==> config.mk <==
export PLATFORM = sky130hd
export DESIGN_NAME = pim_req_arbiter
export DESIGN_NICKNAME = d
export VERILOG_FILES = /design/src/rtl/pim_req_arbiter.sv
export SDC_FILE = /design/constraint.sdc
export NUM_CORES = 1
export LEC_CHECK = 0
export ABC_AREA = 1
export CORE_AREA = 5 5 531 533
export CTS_CLUSTER_DIAMETER = 150
export DETAILED_ROUTE_END_ITERATION = 8
export DIE_AREA = 0 0 536 538
export PLACE_DENSITY = 0.3
export SLEW_MARGIN = 20
export SYNTH_ARGS = -nofsm -noshare
export SYNTH_HDL_FRONTEND = slang
export SYNTH_SLANG_ARGS = --single-unit
==> constraint.sdc <==
create_clock -name clk -period 8.4 [get_ports clk]
set_input_delay 1.26 -clock clk [delete_from_list [all_inputs] [get_ports clk]]
set_output_delay 1.26 -clock clk [all_outputs]
set_load 0.02 [all_outputs]
==> src/rtl/pim_req_arbiter.sv <==
// Round-robin front end that merges NUM_PORTS requesters onto one in-order DDR3 channel.
// Optional macro PIM_ARB_PRIO0_EN gives port 0 strict priority over the round-robin ports.
module pim_req_arbiter #(
    parameter int NUM_PORTS = 4,
    parameter int ADDR_W    = 32,
    parameter int DATA_W    = 512,
    parameter int MAX_OUTST = 4,
    parameter int CNT_W     = 32,
    localparam int PW       = (NUM_PORTS > 1) ? $clog2(NUM_PORTS) : 1,
    localparam int AW       = $clog2(MAX_OUTST),
    localparam int OW       = AW + 1
) (
    input  logic                        clk,
    input  logic                        rst_n,
    input  logic [NUM_PORTS-1:0]        up_req_valid,
    output logic [NUM_PORTS-1:0]        up_req_ready,
    input  logic [NUM_PORTS*ADDR_W-1:0] up_req_addr,
    output logic [NUM_PORTS-1:0]        up_resp_valid,
    input  logic [NUM_PORTS-1:0]        up_resp_ready,
    output logic [DATA_W-1:0]           up_resp_data,
    output logic                        dn_req_valid,
    input  logic                        dn_req_ready,
    output logic [ADDR_W-1:0]           dn_req_addr,
    input  logic                        dn_resp_valid,
    output logic                        dn_resp_ready,
    input  logic [DATA_W-1:0]           dn_resp_data,
    output logic [NUM_PORTS*CNT_W-1:0]  grant_count,
    output logic [CNT_W-1:0]            stall_count,
    output logic [OW-1:0]               outstanding,
    output logic                        spurious_resp
);

    localparam logic [OW-1:0] FULL_CNT = OW'(MAX_OUTST);

    logic [PW-1:0]    rr_ptr;
    logic [PW-1:0]    grant;
    logic [PW-1:0]    next_rr;
    logic [PW-1:0]    head;
    logic [PW-1:0]    tag_mem [MAX_OUTST];
    logic [AW-1:0]    wr_ptr;
    logic [AW-1:0]    rd_ptr;
    logic [OW-1:0]    count;
    logic [CNT_W-1:0] gcnt [NUM_PORTS];
    logic             full;
    logic             empty;
    logic             any_req;
    logic             push;
    logic             pop;

    assign full    = (count == FULL_CNT);
    assign empty   = (count == '0);
    assign any_req = |up_req_valid;
    assign head    = tag_mem[rd_ptr];

    // First requester at or after rr_ptr, wrapping; port 0 may pre-empt the scan.
    always_comb begin
        logic found;
        int   idx;
        grant = '0;
        found = 1'b0;
        idx   = 0;
`ifdef PIM_ARB_PRIO0_EN
        if (up_req_valid[0]) begin
            found = 1'b1;
        end
`endif
        for (int k = 0; k < NUM_PORTS; k++) begin
            idx = int'(rr_ptr) + k;
            if (idx >= NUM_PORTS) idx = idx - NUM_PORTS;
            if (!found && up_req_valid[idx]) begin
                grant = PW'(idx);
                found = 1'b1;
            end
        end
    end

    assign next_rr = (int'(grant) == NUM_PORTS - 1) ? '0 : grant + 1'b1;

    always_comb begin
        dn_req_valid  = any_req & ~full;
        dn_req_addr   = up_req_addr[grant*ADDR_W +: ADDR_W];
        up_req_ready  = '0;
        if (dn_req_valid && dn_req_ready) up_req_ready[grant] = 1'b1;

        up_resp_data  = dn_resp_data;
        up_resp_valid = '0;
        if (dn_resp_valid && !empty) up_resp_valid[head] = 1'b1;
        dn_resp_ready = ~empty & up_resp_ready[head];
    end

    assign push        = dn_req_valid & dn_req_ready;
    assign pop         = dn_resp_valid & dn_resp_ready;
    assign outstanding = count;

    always_comb begin
        grant_count = '0;
        for (int i = 0; i < NUM_PORTS; i++) begin
            grant_count[i*CNT_W +: CNT_W] = gcnt[i];
        end
    end

    // Tag storage carries no reset; occupancy and pointers alone define validity.
    always_ff @(posedge clk) begin
        if (push) tag_mem[wr_ptr] <= grant;
    end

    always_ff @(posedge clk or negedge rst_n) begin
        if (!rst_n) begin
            rr_ptr        <= '0;
            wr_ptr        <= '0;
            rd_ptr        <= '0;
            count         <= '0;
            stall_count   <= '0;
            spurious_resp <= 1'b0;
            for (int i = 0; i < NUM_PORTS; i++) gcnt[i] <= '0;
        end else begin
            if (push) begin
                wr_ptr      <= wr_ptr + 1'b1;
                gcnt[grant] <= gcnt[grant] + 1'b1;
`ifdef PIM_ARB_PRIO0_EN
                if (grant != '0) rr_ptr <= next_rr;
`else
                rr_ptr <= next_rr;
`endif
            end
            if (pop) rd_ptr <= rd_ptr + 1'b1;
            case ({push, pop})
                2'b10:   count <= count + 1'b1;
                2'b01:   count <= count - 1'b1;
                default: count <= count;
            endcase
            if (any_req && full) stall_count <= stall_count + 1'b1;
            if (dn_resp_valid && empty) spurious_resp <= 1'b1;
        end
    end

endmodule

# Word-level counts from Yosys, hierarchy flattened
# Memory sizes are Yosys's and may differ from the RTL's.
# Cells that the tools add are included.
[word_totals]
regBits = 170
mem_bits_rw = 8
input_bits = 652
word_cells = 109
mem_count = 1
[op_classes]
addsub = 14
n_lt_le_gt_ge = 14
n_eq_ne = 4
n_shift = 1
n_mux = 41
bitwise = 7
n_reduce_logical = 17
[mem_list]
columns = ["name", "depth", "word_bits", "rd", "rd_ports_with_merged_regs", "wr", "line_no", "source"]
rows = [
  ["tag_mem", 4, 2, 1, 0, 1, "39", "logic [PW-1:0] tag_mem [MAX_OUTST];"],
]
[op_table]
columns = ["cell", "n"]
rows = [
  ["$mux W32", 7],
  ["$bwmux W128", 1],
  ["$lt A32 B4 Y1 const B", 4],
  ["$shiftx A128 B8 Y32", 1],
  ["$add A32 B1 Y32 const B", 2],
  ["$bmux W32 S2", 1],
  ["$demux W32 S2", 1],
  ["$mux W1", 16],
  ["$ge A3 B3 Y1 const B", 4],
  ["$sub A3 B3 Y4 const B", 3],
  ["$bmux W1 S2", 5],
  ["$logic_and A1 B1 Y1", 10],
  ["$mux W2", 5],
  ["$mux W4", 2],
  ["$add A2 B1 Y2 const B", 3],
  ["$add A2 B2 Y3 const B", 2],
  ["$lt A2 B3 Y1 const B", 2],
  ["$pmux W3 S2", 1],
  ["$and A1 B1 Y1", 4],
  ["$demux W1 S2", 2],
  ["$eq A2 B1 Y1 const B", 2],
  ["$ge A2 B1 Y1 const B", 2],
  ["$logic_not A1 Y1", 4],
  ["$reduce_or A4 Y1", 1],
  ["other kinds (12)", 13],
]

# Longest topological paths before layout
[logic_depth]
ltp_word = 21
mapped_depth = 25
depth_no_buf = 23

# Worst setup path before layout
# Ideal clock, no wire load.
[synth_timing]
kind = "input-to-output"
from = "input up_req_valid[3]"
to = "output up_req_ready[2]"
arrival_ps = 3829
t_required_ps = 7140
slack_ps = 3311
stages = 15
path_buffers = 5
cell_sequence = "inv_1 > nand2_1 > and2_4 > a21oi_4 > nand2_2 > nor2_4 > nand3b_4 > buf_6 > buf_2 > buf_1 > buf_1 > ha_1 > nand2_1 > clkinv_1 > clkbuf_1"
[synth_between]
elab_chain_len = 18
elab_cells_between_ends = 34
cone_classes = "order compare: 2; mux: 22; bitwise: 1; reduce/logical: 9"
[synth_rtl]
columns = ["element", "line_no", "source"]
rows = [
  ["start: declaration", "15", "input logic [NUM_PORTS-1:0] up_req_valid,"],
  ["$bmux W1 S2", "70", "if (!found && up_req_valid[idx]) begin"],
  ["$mux W1 (implied by the code) (2 in series)", "70", ""],
  ["$mux W1", "70", ""],
  ["$logic_not A1 Y1", "70", ""],
  ["$logic_and A1 B1 Y1", "70", ""],
  ["$mux W1", "70", ""],
  ["$logic_not A1 Y1", "70", ""],
  ["$logic_and A1 B1 Y1", "70", ""],
  ["(+2 left out)", "--", ""],
  ["$logic_and A1 B1 Y1", "70", ""],
  ["$mux W2 *", "70", ""],
  ["via grant[1]", "36", "logic [PW-1:0] grant;"],
  ["$lt A2 B3 Y1 (implied by the code) / $ge A2 B1 Y1 (equally long branches)", "83", "if (dn_req_valid && dn_req_ready) up_req_ready[grant] = 1'b1;"],
  ["$logic_and A1 B1 Y1 (implied by the code)", "83", ""],
  ["$mux W1 (implied by the code)", "83", ""],
  ["$demux W1 S2 *", "83", ""],
  ["$mux W4 *", "83", ""],
  ["end: declaration", "16", "output logic [NUM_PORTS-1:0] up_req_ready,"],
]
# Mark *: on every way through the listed nets, which the timed path passes. The rest lies on a longest branch. The select of a mux whose other input is x is not followed.

# Worst setup path in the final report
[layout_timing]
from = "input up_req_valid[2]"
to = "output dn_req_addr[15]"
[layout_between]
elab_chain_len = 14
elab_cells_between_ends = 26
cone_classes = "shift: 1; mux: 19; reduce/logical: 6"
[layout_rtl]
columns = ["element", "line_no", "source"]
rows = [
  ["$bmux W1 S2", "70", ""],
  ["$mux W1 (implied by the code) (2 in series)", "70", ""],
  ["$mux W1", "70", ""],
  ["$logic_not A1 Y1", "70", ""],
  ["$logic_and A1 B1 Y1", "70", ""],
  ["$mux W1", "70", ""],
  ["$logic_not A1 Y1", "70", ""],
  ["$logic_and A1 B1 Y1", "70", ""],
  ["$mux W1", "70", ""],
  ["$logic_not A1 Y1", "70", ""],
  ["$logic_and A1 B1 Y1", "70", ""],
  ["$mux W2 *", "70", ""],
  ["$shiftx A128 B8 Y32 *", "81", "dn_req_addr = up_req_addr[grant*ADDR_W +: ADDR_W];"],
  ["end: declaration", "23", "output logic [ADDR_W-1:0] dn_req_addr,"],
]
# Mark *: on every way between the ends. The rest lies on a longest branch, timed or not. The select of a mux whose other input is x is not followed.

==> reports/summary.txt <==
status = finished clean
drt total wl = 154300 um
wire length per cell = 26.69 um
worst rel slew slack = 42.17%
VDD IR-drop max = 0.0003547 V
syn_area_per_cell = 6.791 um^2
EDFF count, synth = 8
CTS Buffer Depth = 2
cts hold-fix bufs = 0
slowest cell on the critical path = clkdlybuf4s50_1
Initial DRC Count = 740
Die X = 536 um
Clock Skew = 20.40 ps
Fillers = 32520
min cycle time layout = 6177 ps
library cells used by synthesis = 44
Worst Tran Pin Value = 867.5 ps
Max-Cap Viols = 0
ANT nets after route = 0
Die ar. = 288400 um^2
Clock Latency Late Sink = 510 ps
most used cell, CP = nand2_1
Overall Global Routing Usage = 10.25%
core region area = 276000 um^2
hold slack = 469.1 ps
post-cts repair resize count = 0
footprint of the multi-input gates = 6030 um^2
via count = 13190
CTS sink cnt = 178
Sw Pwr = 0.005664 W
initial antenna violation count = 2
Placer Congestion = 0.7808
CTS H-tree lvls = 4
Final Setup Violations = 0
first-pass GRT wire length = 184300 um
Mapped Cells = 2269
Ports = 1370
CP startpoint = up_req_valid[2]
r2r endpoint = grant_count[106]
Worst setup endpoint = dn_req_addr[15]
vias per cell = 2.281
Worst path max stage delay = 680 ps
Clock Power Share = 9.4%
hold_sp = spurious_resp
crit path DAT = 4920 ps
Routed met2 length = 80080 um
Reg2Reg Depth = 18
final hold viol count = 0
Hold WC Path Type = flip-flop to flip-flop
post-CTS setup buffer count = 0
cell area power density = 468.4 nW/um^2
crit-path cells = clkdlybuf4s50_1 > nand2_1 > o21ai_1 > nand2_1 > nand2_1 > nand2_1 > nand2_1 > nand2_1 > nand2_4 > nand2_8 > inv_2 > buf_4 > nand2_1 > nand2_1 > nor2_1 > a31oi_1 > clkdlybuf4s50_1
share of cells above drive strength 1 = 5.250%
sw frac = 60.28%
max-slew violation count = 0
TritonCTS clock tree = built
Final Cycle Share = 73.54%
final net count = 2727
Cell Area, Synth = 15410 um^2
TritonCTS Buffers = 17
Lkg Pwr = 7.784 nW
largest net degree at the start of global routing = 71
chip height = 538 um
ys flop type = dfrtp_1
Seq cells post-synth = 178
grt total ovfl = 0
vias in the first global route = 13720
CP Max Fanout = 64
RR Startpoint = rr_ptr[0]
Reg2Reg Setup Slack = 3780 ps
top sig layer = met4
fraction of registers with async set/reset = 95.51%
FF/Latch Area = 4494 um^2
Ys Warns = 0
I/O Buffers = 345
M1 wire length = 30480 um
crit path kind = primary input to output port
Worst Path Required = 7140 ps
post-synthesis sequential area ratio = 29.17%
number of remaining DRC errors = 0
Reg clk slew, reported paths = 70 ps
Layout area overhead = 30.20%
Root Buffer = clkbuf_16
DP Wirelength = 139000 um
Sum Neg Setup Slack = 0 ps
FP Rows = 193
critical path endpoint category = output port
Initial Util = 5.583%
drt pass-1 iters = 4
unrepaired setup endpoints after global routing = no
P_int = 0.003733 W
CP startpoint kind = primary input
Syn Nets = 2933
Met3 Wirelength = 38930 um
Logic pwr share = 74.9%
proportion of power drawn by flip-flops and latches = 15.7%
Max Clk Rate = 161.9 MHz
power by group through the flow:
stage                     logic, W  clock network (W)  registers [W]
after detailed placement   0.00740                  0        0.00150
after global placement     0.00741                  0        0.00150
after CTS                  0.00742           0.000932        0.00149
after floorplan            0.00404                  0        0.00172
after global routing       0.00785           0.000949        0.00153
final                      0.00704           0.000881        0.00148
per-layer routing:
metal	vias up	GRT usage (%)
li1	6083	-
met4	0	3.325
met1	5980	5.675
met2	907	19.09
met3	218	11.85
met5	-	0.1316
cell families (layout without fill, tap and decap cells):
family          Yosys count  in the layout  synth area share, %
compound gates          100            100                3.686
xor+xnor                 41             41                2.525
fa+ha+maj                12             12                1.023
buf+inv                 769            576                31.83
flops                   178            178                29.17
mux                       1              1              0.07307
other cells               0              1                    0
simple gates           1168           1168                31.70
cells in the mapped netlist (11+ instances only):
cell type,instances,area share [%]
nand3b_1,12,0.58
nand2_2,12,0.49
a31oi_1,32,1.3
inv_1,167,4.1
clkbuf_1,38,0.93
nor2_1,119,2.9
buf_2,25,0.81
nand3_1,185,6.0
dfrtp_1,170,28
xnor2_1,13,0.74
o21ai_0,41,1.3
xor2_1,24,1.4
buf_4,518,25
nand2_1,797,19
o21ai_1,18,0.58
ha_1,11,0.89
how the worst min path moves through the flow:
stage,cells past startpoint,slack (ps),to
after floorplan,1,460,rd_ptr[1]
after global placement,1,450,spurious_resp
after detailed placement,1,460,spurious_resp
after CTS,1,470,spurious_resp
after global routing,1,490,spurious_resp
final,1,470,spurious_resp
through the flow:
step           worst slack [ps]  area [um^2]  util (%)  cells  total power, W
2_1_floorplan              3311        15410         -   2269        0.005764
3_3_place_gp               2057        19450     7.048   5749        0.008907
3_5_place_dp               2119        19450     7.048   5749        0.008901
4_1_cts                    2117        20060     7.268   5781        0.009846
5_1_grt                    1856        20060     7.269   5782         0.01033
6_report                   2223        20060     7.269   5782        0.009397
worst max-delay path: cells and delay by family:
family | cells | cell delay, ps
AO/OA/AOI/OAI | 2 | 430
buffers and inverters | 4 | 2010
AND/OR/NAND/NOR | 11 | 1060
placed cells by master, fill, tap and decap left out, drive strengths merged:
cell / instances
a21o: 1
a21oi: 3
a31oi: 32
a32oi: 1
and2: 1
buf: 24
bufinv: 1
clkbuf: 17
clkdlybuf4s50: 344
clkinv: 6
clkinvlp: 2
dfrtp: 170
diode: 1
edfxtp: 8
fa: 1
ha: 11
inv: 182
mux2: 1
nand2: 812
nand3: 185
nand3b: 13
nand4: 10
nor2: 127
nor3: 11
nor4: 2
o211ai: 2
o21ai: 60
o22ai: 1
or2: 6
or4: 1
xnor2: 13
xor2: 28
registers in the layout, summed over array words and instances (netlist names):
register / count
grant_count: 128
outstanding: 3
rd_ptr: 2
rr_ptr: 2
spurious_resp: 1
stall_count: 32
tag_mem: 8
wr_ptr: 2
cell type report:
cell class | count | share of cell area, %
multi-input combinational | 1322 | 30.05
tap | 3705 | 23.11
sequential | 178 | 22.40
timing repair buffer | 368 | 18.08
inverter | 176 | 3.318
clock buffer | 17 | 2.120
clock inverter | 15 | 0.9105
antenna | 1 | 0.01247
(Power assumes the default switching activity.)
